--- src/rtl/regfile_sb.sv ---
// 32-entry architectural register file with same-cycle write forwarding and a
// per-register busy scoreboard used by decode to stall on RAW hazards.
module regfile_sb #(
    parameter int DATA_WIDTH = 32,
    parameter int ADDR_WIDTH = 5
) (
    input  logic                  clock,
    input  logic                  ctrl_reset_n,
    input  logic                  ctrl_writeEnable,
    input  logic [ADDR_WIDTH-1:0] ctrl_writeReg,
    input  logic [DATA_WIDTH-1:0] data_writeReg,
    input  logic [ADDR_WIDTH-1:0] ctrl_readRegA,
    input  logic [ADDR_WIDTH-1:0] ctrl_readRegB,
    output logic [DATA_WIDTH-1:0] data_readRegA,
    output logic [DATA_WIDTH-1:0] data_readRegB,
    output logic                  busy_A,
    output logic                  busy_B,
    input  logic                  issue_valid,
    input  logic [ADDR_WIDTH-1:0] issue_rd,
    output logic                  issue_ready,
    output logic [ADDR_WIDTH:0]   busy_count
);

    localparam int NUM_REGS = 2 ** ADDR_WIDTH;
    localparam int CNT_W    = ADDR_WIDTH + 1;

    logic [DATA_WIDTH-1:0] regs_reg [NUM_REGS];
    logic [NUM_REGS-1:0]   busy_reg;
    logic [NUM_REGS-1:0]   busy_next;
    logic [CNT_W-1:0]      busy_count_reg;
    logic [CNT_W-1:0]      busy_count_next;

    logic write_active;
    logic write_hit;
    logic fwd_a;
    logic fwd_b;
    logic issue_rd_busy;
    logic issue_set;
    logic wb_clear;

    // Writes are masked while reset is held so nothing leaks through forwarding.
    assign write_active = ctrl_writeEnable && ctrl_reset_n;
    assign write_hit    = write_active && (ctrl_writeReg != '0);

    assign fwd_a = write_hit && (ctrl_writeReg == ctrl_readRegA);
    assign fwd_b = write_hit && (ctrl_writeReg == ctrl_readRegB);

    assign data_readRegA = fwd_a ? data_writeReg : regs_reg[ctrl_readRegA];
    assign data_readRegB = fwd_b ? data_writeReg : regs_reg[ctrl_readRegB];

    assign busy_A = busy_reg[ctrl_readRegA] && !(write_active && (ctrl_writeReg == ctrl_readRegA));
    assign busy_B = busy_reg[ctrl_readRegB] && !(write_active && (ctrl_writeReg == ctrl_readRegB));

    // A writeback landing this cycle frees the slot, so issue may overlap it.
    assign issue_rd_busy = busy_reg[issue_rd] && !(write_active && (ctrl_writeReg == issue_rd));
    assign issue_ready   = issue_valid && ((issue_rd == '0) || !issue_rd_busy);
    assign issue_set     = issue_ready && (issue_rd != '0) && ctrl_reset_n;
    assign wb_clear      = write_hit && busy_reg[ctrl_writeReg];

    genvar gi;
    generate
        for (gi = 0; gi < NUM_REGS; gi++) begin : g_reg
            // Entry 0 is never hit because write_hit excludes index 0.
            always_ff @(posedge clock or negedge ctrl_reset_n) begin
                if (!ctrl_reset_n) begin
                    regs_reg[gi] <= '0;
                end else if (write_hit && (ctrl_writeReg == ADDR_WIDTH'(gi))) begin
                    regs_reg[gi] <= data_writeReg;
                end
            end

            assign busy_next[gi] =
                (busy_reg[gi] && !(write_hit && (ctrl_writeReg == ADDR_WIDTH'(gi)))) ||
                (issue_set && (issue_rd == ADDR_WIDTH'(gi)));
        end
    endgenerate

    always_comb begin
        busy_count_next = busy_count_reg;
        if (issue_set && !wb_clear) begin
            busy_count_next = busy_count_reg + CNT_W'(1);
        end else if (!issue_set && wb_clear) begin
            busy_count_next = busy_count_reg - CNT_W'(1);
        end
    end

    always_ff @(posedge clock or negedge ctrl_reset_n) begin
        if (!ctrl_reset_n) begin
            busy_reg       <= '0;
            busy_count_reg <= '0;
        end else begin
            busy_reg       <= busy_next;
            busy_count_reg <= busy_count_next;
        end
    end

    assign busy_count = busy_count_reg;

endmodule

--- config.mk ---
export PLATFORM = sky130hd
export DESIGN_NAME = regfile_sb
export DESIGN_NICKNAME = d
export VERILOG_FILES = /design/src/rtl/regfile_sb.sv
export SDC_FILE = /design/constraint.sdc
export NUM_CORES = 2
export LEC_CHECK = 0
export BUFFER_PORTS_ARGS = -buffer_cell sky130_fd_sc_hd__buf_2
export CORE_ASPECT_RATIO = 1.1
export CORE_MARGIN = 1.5
export CORE_UTILIZATION = 35
export DETAILED_ROUTE_END_ITERATION = 7
export GPL_TIMING_DRIVEN = 0
export HOLD_SLACK_MARGIN = 0.02
export SLEW_MARGIN = 20
export SYNTH_ARGS = -nofsm -noshare
export SYNTH_HDL_FRONTEND = slang
export SYNTH_SLANG_ARGS = --single-unit
--- constraint.sdc ---
create_clock -name clock -period 3.11 [get_ports clock]
set_clock_uncertainty 0.2 [all_clocks]
set_input_delay 0.311 -clock clock [delete_from_list [all_inputs] [get_ports clock]]
set_output_delay 0.311 -clock clock [all_outputs]
set_load 0.1 [all_outputs]
-- Yosys cells after proc, flatten, opt, wreduce, memory -nomap -nowiden
Index checks and enable logic that the tools add are counted.
- output and inout port bits: 73
- register bits: 1062
- word-level logic and storage cells: 315
- input bits: 56
- muxes and demuxes: 18
- eq/ne operators: 65
- $lt $le $gt $ge: 6
- reduce and logical (&&, ||, !) cells: 188
- add/sub/neg operators: 2
- bitwise logic cells: 2
- operator list (kind ; count):
    $bmux W32 S5 ; 2
    $mux W32 ; 6
    $eq A5 B5 Y1 const B ; 32
    $logic_and A1 B1 Y1 ; 112
    $eq A5 B4 Y1 const B ; 16
    $eq A5 B3 Y1 const B ; 8
    $logic_not A1 Y1 ; 38
    $logic_or A1 B1 Y1 ; 33
    $lt A5 B6 Y1 const B ; 4
    $bmux W1 S5 ; 4
    $eq A5 B2 Y1 const B ; 4
    $eq A5 B5 Y1 ; 3
    $ge A6 B6 Y1 const B ; 2
    $mux W6 ; 2
    $not A5 Y6 ; 2
    $eq A5 B1 Y1 const B ; 2
    $logic_not A5 Y1 ; 2
    $reduce_bool A5 Y1 ; 2
    $add A6 B1 Y6 const B ; 1
    $sub A6 B1 Y6 const B ; 1
    $mux W1 ; 4
    $reduce_bool A2 Y1 ; 1

-- Logic depth before layout (Yosys ltp)
- word-level depth: 13
- mapped depth: 16
- mapped depth without buffers: 13

-- Worst setup path after synthesis
No wires, ideal clock.
- kind: input-to-reg
- start point: input ctrl_writeReg[1]
- end point: register busy_count_reg[5] (netlist: busy_count[5])
- stages: 14
- buffers on the path: 2
- required time: 2.749 ns
- slack: -0.485 ns
- library setup time: 0.161 ns
- arrival: 3.234 ns
- cell sequence: buf_2 -> buf_2 -> mux4_2 -> mux4_2 -> mux2_2 -> nand3_1 -> ha_1 -> inv_1 -> ha_1 -> a21o_1 -> a21oi_1 -> or4_1 -> nand3_1 -> xor2_1
- longest elaborated chain between the ends: 12
- elaborated cells between the ends (all ways): 20
- those cells by class: eq/ne (1); mux (3); reduce/logical (16)
- RTL lines (item ; RTL line ; text):
    from (decl) ; 10 ; input logic [ADDR_WIDTH-1:0] ctrl_writeReg,
    $eq A5 B5 Y1 ; 55 ; assign issue_rd_busy = busy_reg[issue_rd] && !(write_active && (ctrl_writeReg == issue_rd));
    $logic_and A1 B1 Y1 ; 55 ;
    $logic_not A1 Y1 ; 55 ;
    $logic_and A1 B1 Y1 ; 55 ;
    $logic_not A1 Y1 ; 56 ; assign issue_ready = issue_valid && ((issue_rd == '0) || !issue_rd_busy);
    $logic_or A1 B1 Y1 ; 56 ;
    $logic_and A1 B1 Y1 ; 56 ;
    $logic_and A1 B1 Y1 (2 in series) ; 57 ; assign issue_set = issue_ready && (issue_rd != '0) && ctrl_reset_n;
    $logic_not A1 Y1 ; 82 ; end else if (!issue_set && wb_clear) begin
    $logic_and A1 B1 Y1 ; 82 ;
    $reduce_bool A2 Y1 (no line) ; -- ;
    to (signal assigned) ; 93 ; busy_count_reg <= busy_count_next;
    to (decl) ; 30 ; logic [CNT_W-1:0] busy_count_reg;
Parallel ways exist; a longest one is shown, timed or not. The select of a mux whose other input is x is not followed.
A chain may end at the register's enable or synchronous reset.

-- Final worst setup path
- start point: register busy_reg[11]
- end point: register busy_count_reg[5] (netlist: busy_count[5])
- longest elaborated chain between the ends: 11
- elaborated cells between the ends (all ways): 17
- those cells by class: mux (5); reduce/logical (12)
- RTL lines (item ; RTL line ; text):
    from (decl) ; 28 ; logic [NUM_REGS-1:0] busy_reg;
    from (signal assigned) ; 92 ; busy_reg <= busy_next;
    $bmux W1 S5 ; 55 ;
    $mux W1 (not written as such) ; 55 ;
    $logic_and A1 B1 Y1 ; 55 ;
    $logic_not A1 Y1 ; 56 ;
    $logic_or A1 B1 Y1 ; 56 ;
    $logic_and A1 B1 Y1 ; 56 ;
    $logic_and A1 B1 Y1 (2 in series) ; 57 ;
    $logic_not A1 Y1 ; 82 ;
    $logic_and A1 B1 Y1 ; 82 ;
    $reduce_bool A2 Y1 (no line) ; -- ;
Parallel ways exist; a longest one is shown, timed or not. The select of a mux whose other input is x is not followed.

==> impl_results.md <==
- EDFF count, synth: 0
- Adder-cell share of the synthesized area: 0.146%
- Unrepaired setup endpoints after global routing: yes
- Global-route wire length before repair: 303,000 µm
- Endpoint type of the worst setup path: flop
- Routed Wire Length: 215,000 µm
- Count of routing violations after the opening detailed-route iteration: 4,024
- Fraction of final layout cells with drive strength greater than 1: 57.5%
- Combinational Power Share: 21.4%
- Critical path class: reg -> reg
- Leakage: 29.4 nW
- Number of flip-flops under the largest register name: 1,024
- Port buffer count: 119
- Cell area after synthesis: 56,600 µm²
- Via Count: 38,900
- Switching power: 11.9 mW
- Flop and latch count out of synthesis: 1,062
- HPWL after detailed placement: 142,000 µm
- Worst hold start: issue_rd[1]
- WL per Instance: 34.6 µm
- PD cells: 599 nW/µm²
- Core area: 160,000 µm²
- Cell Int Power: 28.3 mW
- Pin count of the biggest net entering global routing: 131
- Worst hold endpoint: busy_reg[4]
- Fraction of synthesized area in multiplexers: 43.2%
- Type of the tightest min-delay check: in -> reg
- Failing checks: setup timing
- Part of the Yosys area used for sequential elements: 47.0%
- Hold slack final: 0.0706 ns
- Synth cell types: 56
- Worst slack at placement: -1.37 ns
- Worst-margin pin slew: 1.22 ns
- Clock tree from TritonCTS: yes
- Gate count after technology mapping: 3,693
- Depth of the worst register-to-register path: 12
- Remaining global-route overflow: 0
- Total number of nets in the final design: 4,093
- Clk root buf: clkbuf_16
- Ys flop type: dfrtp_1
- Setup slack on the worst flop-to-flop path: -0.25 ns
- Starting density of the core: 35.3%
- Yosys warning total: 0
- Layout Area Growth over Synthesis: 18.5%
- Antenna violations before repair: 2
- Highest Clock Rate: 0.297 GHz
- FFs w/ async S/R, synth: 100%
- Most common library cell in the layout ignoring fill and taps: dfrtp_1
- Total instance count after detailed placement: 5,934
- Layout filler cell count: 14,600
- Worst EP required: 3.58 ns
- Final routed DRC violation total: 0
- Final cycle utilization of the critical path: 108%
- Start of the worst register-to-register path: busy_reg[11]
- Filler-free cell count of the finished design: 6,233
- Clock Power Share: 36.2%
- Number of rows in the core area: 154
- Number of iterations in the first detailed-routing pass: 8
- Number of endpoints failing setup at the final stage: 25
- Post-synthesis compound-gate area fraction: 3.41%
- Final-report max-slew violation count: 0
- Die boundary width: 386 µm
- Area of the multi-input gates: 28,400 µm²
- Clock sinks: 1,062
- Minimum clock period after layout: 3.36 ns
- Die area: 164,000 µm²
- Largest driver fanout on the critical path: 4
- Gpl congestion: 0.907
- Clock buffer depth: 3
- Hold-critical path depth: 5
- Number of vias per cell: 6.24
- Number of top-level pins: 129
- Worst slew margin relative to its limit: 18.9%
- Main combinational cell family by area after synthesis: multiplexers
- Switching part of the total: 29.6%
- Die extent in y: 425 µm
- Final worst setup slack: -0.252 ns
- Total design power: 40.2 mW
- Crit Reg-Reg Endpoint: busy_count[5]
- Clock-pin slew on the worst setup and hold paths: 0.07 ns
- Most used cells in the layout excluding fill and tap cells: dfrtp_1, mux2_2, mux4_2, o22ai_1, clkbuf_1
- Depth of the CTS H-tree: 3
- Latest clock arrival within the worst-skew pair: 0.75 ns
- Number of nets produced by synthesis: 3,755
- Final hold viol count: 0
- Number of CTS-inserted buffers: 115
- ANT nets after route: 0
- Arrival time at the worst endpoint: 3.83 ns
- Gr usage total: 26.2%
- Sort of element at the start of the critical path: flop
- Worst ir drop on vdd: 561 µV
- Outcome: finished, violations left
- Post-layout utilization of the core: 41.8%
- Xor and xnor area share after synthesis: 0.279%
- Area taken by flip-flops and latches: 26,600 µm²
- # Max-Cap Violations: 0
- Syn Area/Cell: 15.3 µm²
- Share of power burned in registers: 42.3%
- Vias in the first global route: 39,600
- Simple logic cell fraction of the synthesized area: 2.21%
==> cell usage after synthesis, types with 8 or more instances <==
cell | count | share of area, %
buf_4 | 57 | 0.76
inv_1 | 34 | 0.23
o22ai_1 | 280 | 3.1
nor2_2 | 12 | 0.13
mux4_2 | 546 | 22
xnor2_1 | 11 | 0.17
nand3_1 | 8 | 0.071
nand3b_1 | 8 | 0.11
nor2_1 | 18 | 0.12
o21ai_0 | 11 | 0.097
mux2_4 | 30 | 0.80
clkbuf_1 | 210 | 1.4
buf_2 | 130 | 1.2
mux2_2 | 1032 | 21
nand2_1 | 65 | 0.43
dfrtp_1 | 1062 | 47
nor4_1 | 66 | 0.73
buf_1 | 30 | 0.20
==> per-layer routing <==
layer	vias up	global-route usage, %	wire length, µm
met4	8	13.1	11900
met5	-	0.323	187
met1	21200	34.6	86400
li1	15100	-	-
met3	537	7.33	20100
met2	2022	39.2	96800
==> critical path: stages (launching register included) <==
cell and delay, ns:
dfrtp_1 0.43, mux4_2 0.48, mux4_2 0.48, mux2_4 0.31, nand3_4 0.08, ha_4 0.15, inv_6 0.05, ha_4 0.25
a21o_1 0.12, a21oi_2 0.06, or4_4 0.42, nand3_2 0.08, xor2_1 0.16
==> area by class of cell <==
class / count / share of cell area (%)
flip-flops and latches: 1062 / 39.6
inverters: 34 / 0.202
plain buffers: 425 / 4.36
clock buffers: 170 / 5.08
diodes: 2 / 0.00746
well taps: 2106 / 3.93
clock inverters: 41 / 0.817
repair buffers: 227 / 3.60
multi-input cells: 2166 / 42.4
==> cells by family (layout without fill, tap and decap cells) <==
kind of cell,after synthesis,count (layout)
flops,1062,1062
buf+inv,465,897
simple gates,223,223
other cells,0,2
mux,1613,1613
xor+xnor,18,18
fa+ha+maj,6,6
compound gates,306,306
==> worst max-delay path by stage <==
| stage | to | cells after the start | startpoint | slack, ns |
|---|---|---|---|---|
| final | busy_count[5] | 12 | busy_reg[11] | -0.25 |
| after global routing | busy_count[5] | 12 | busy_reg[15] | -0.33 |
| after CTS | busy_count[5] | 12 | busy_reg[15] | -0.23 |
| after detailed placement | busy_count[5] | 16 | ctrl_reset_n | -1.37 |
| after global placement | regs_reg[869] | 1 | ctrl_reset_n | -22.59 |
| after floorplan | busy_count[5] | 13 | ctrl_writeReg[0] | -0.23 |
==> metrics by stage <==
stage | cell area, µm² | TNS, ns
floorplan | 56600 | -0.242
global placement | 59800 | -
detailed placement | 60200 | -837.58
CTS | 66600 | -1.86
global route | 67000 | -1.31
finish | 67100 | -1.08
==> power by group through the flow <==
stage / clock [mW] / sequential (mW) / combinational [mW]
after detailed placement: 0 / 17.2 / 7.86
after global placement: 0 / 17.1 / 7.68
after CTS: 14.6 / 16.9 / 8.44
final: 14.6 / 17.0 / 8.62
after global routing: 15.2 / 17.2 / 9.02
after floorplan: 0 / 17.0 / 5.62
==> repair_timing <==
action | CTS | global route
setup buffers | 27 | 10
pin swaps | 15 | 9
hold buffers | 44 | 2
endpoints found under the setup margin | 507 | 199
endpoints found under the hold margin | 300 | 38
resized for setup | 470 | 123
cloned | 7 | 1
(Power assumes the default switching activity.)
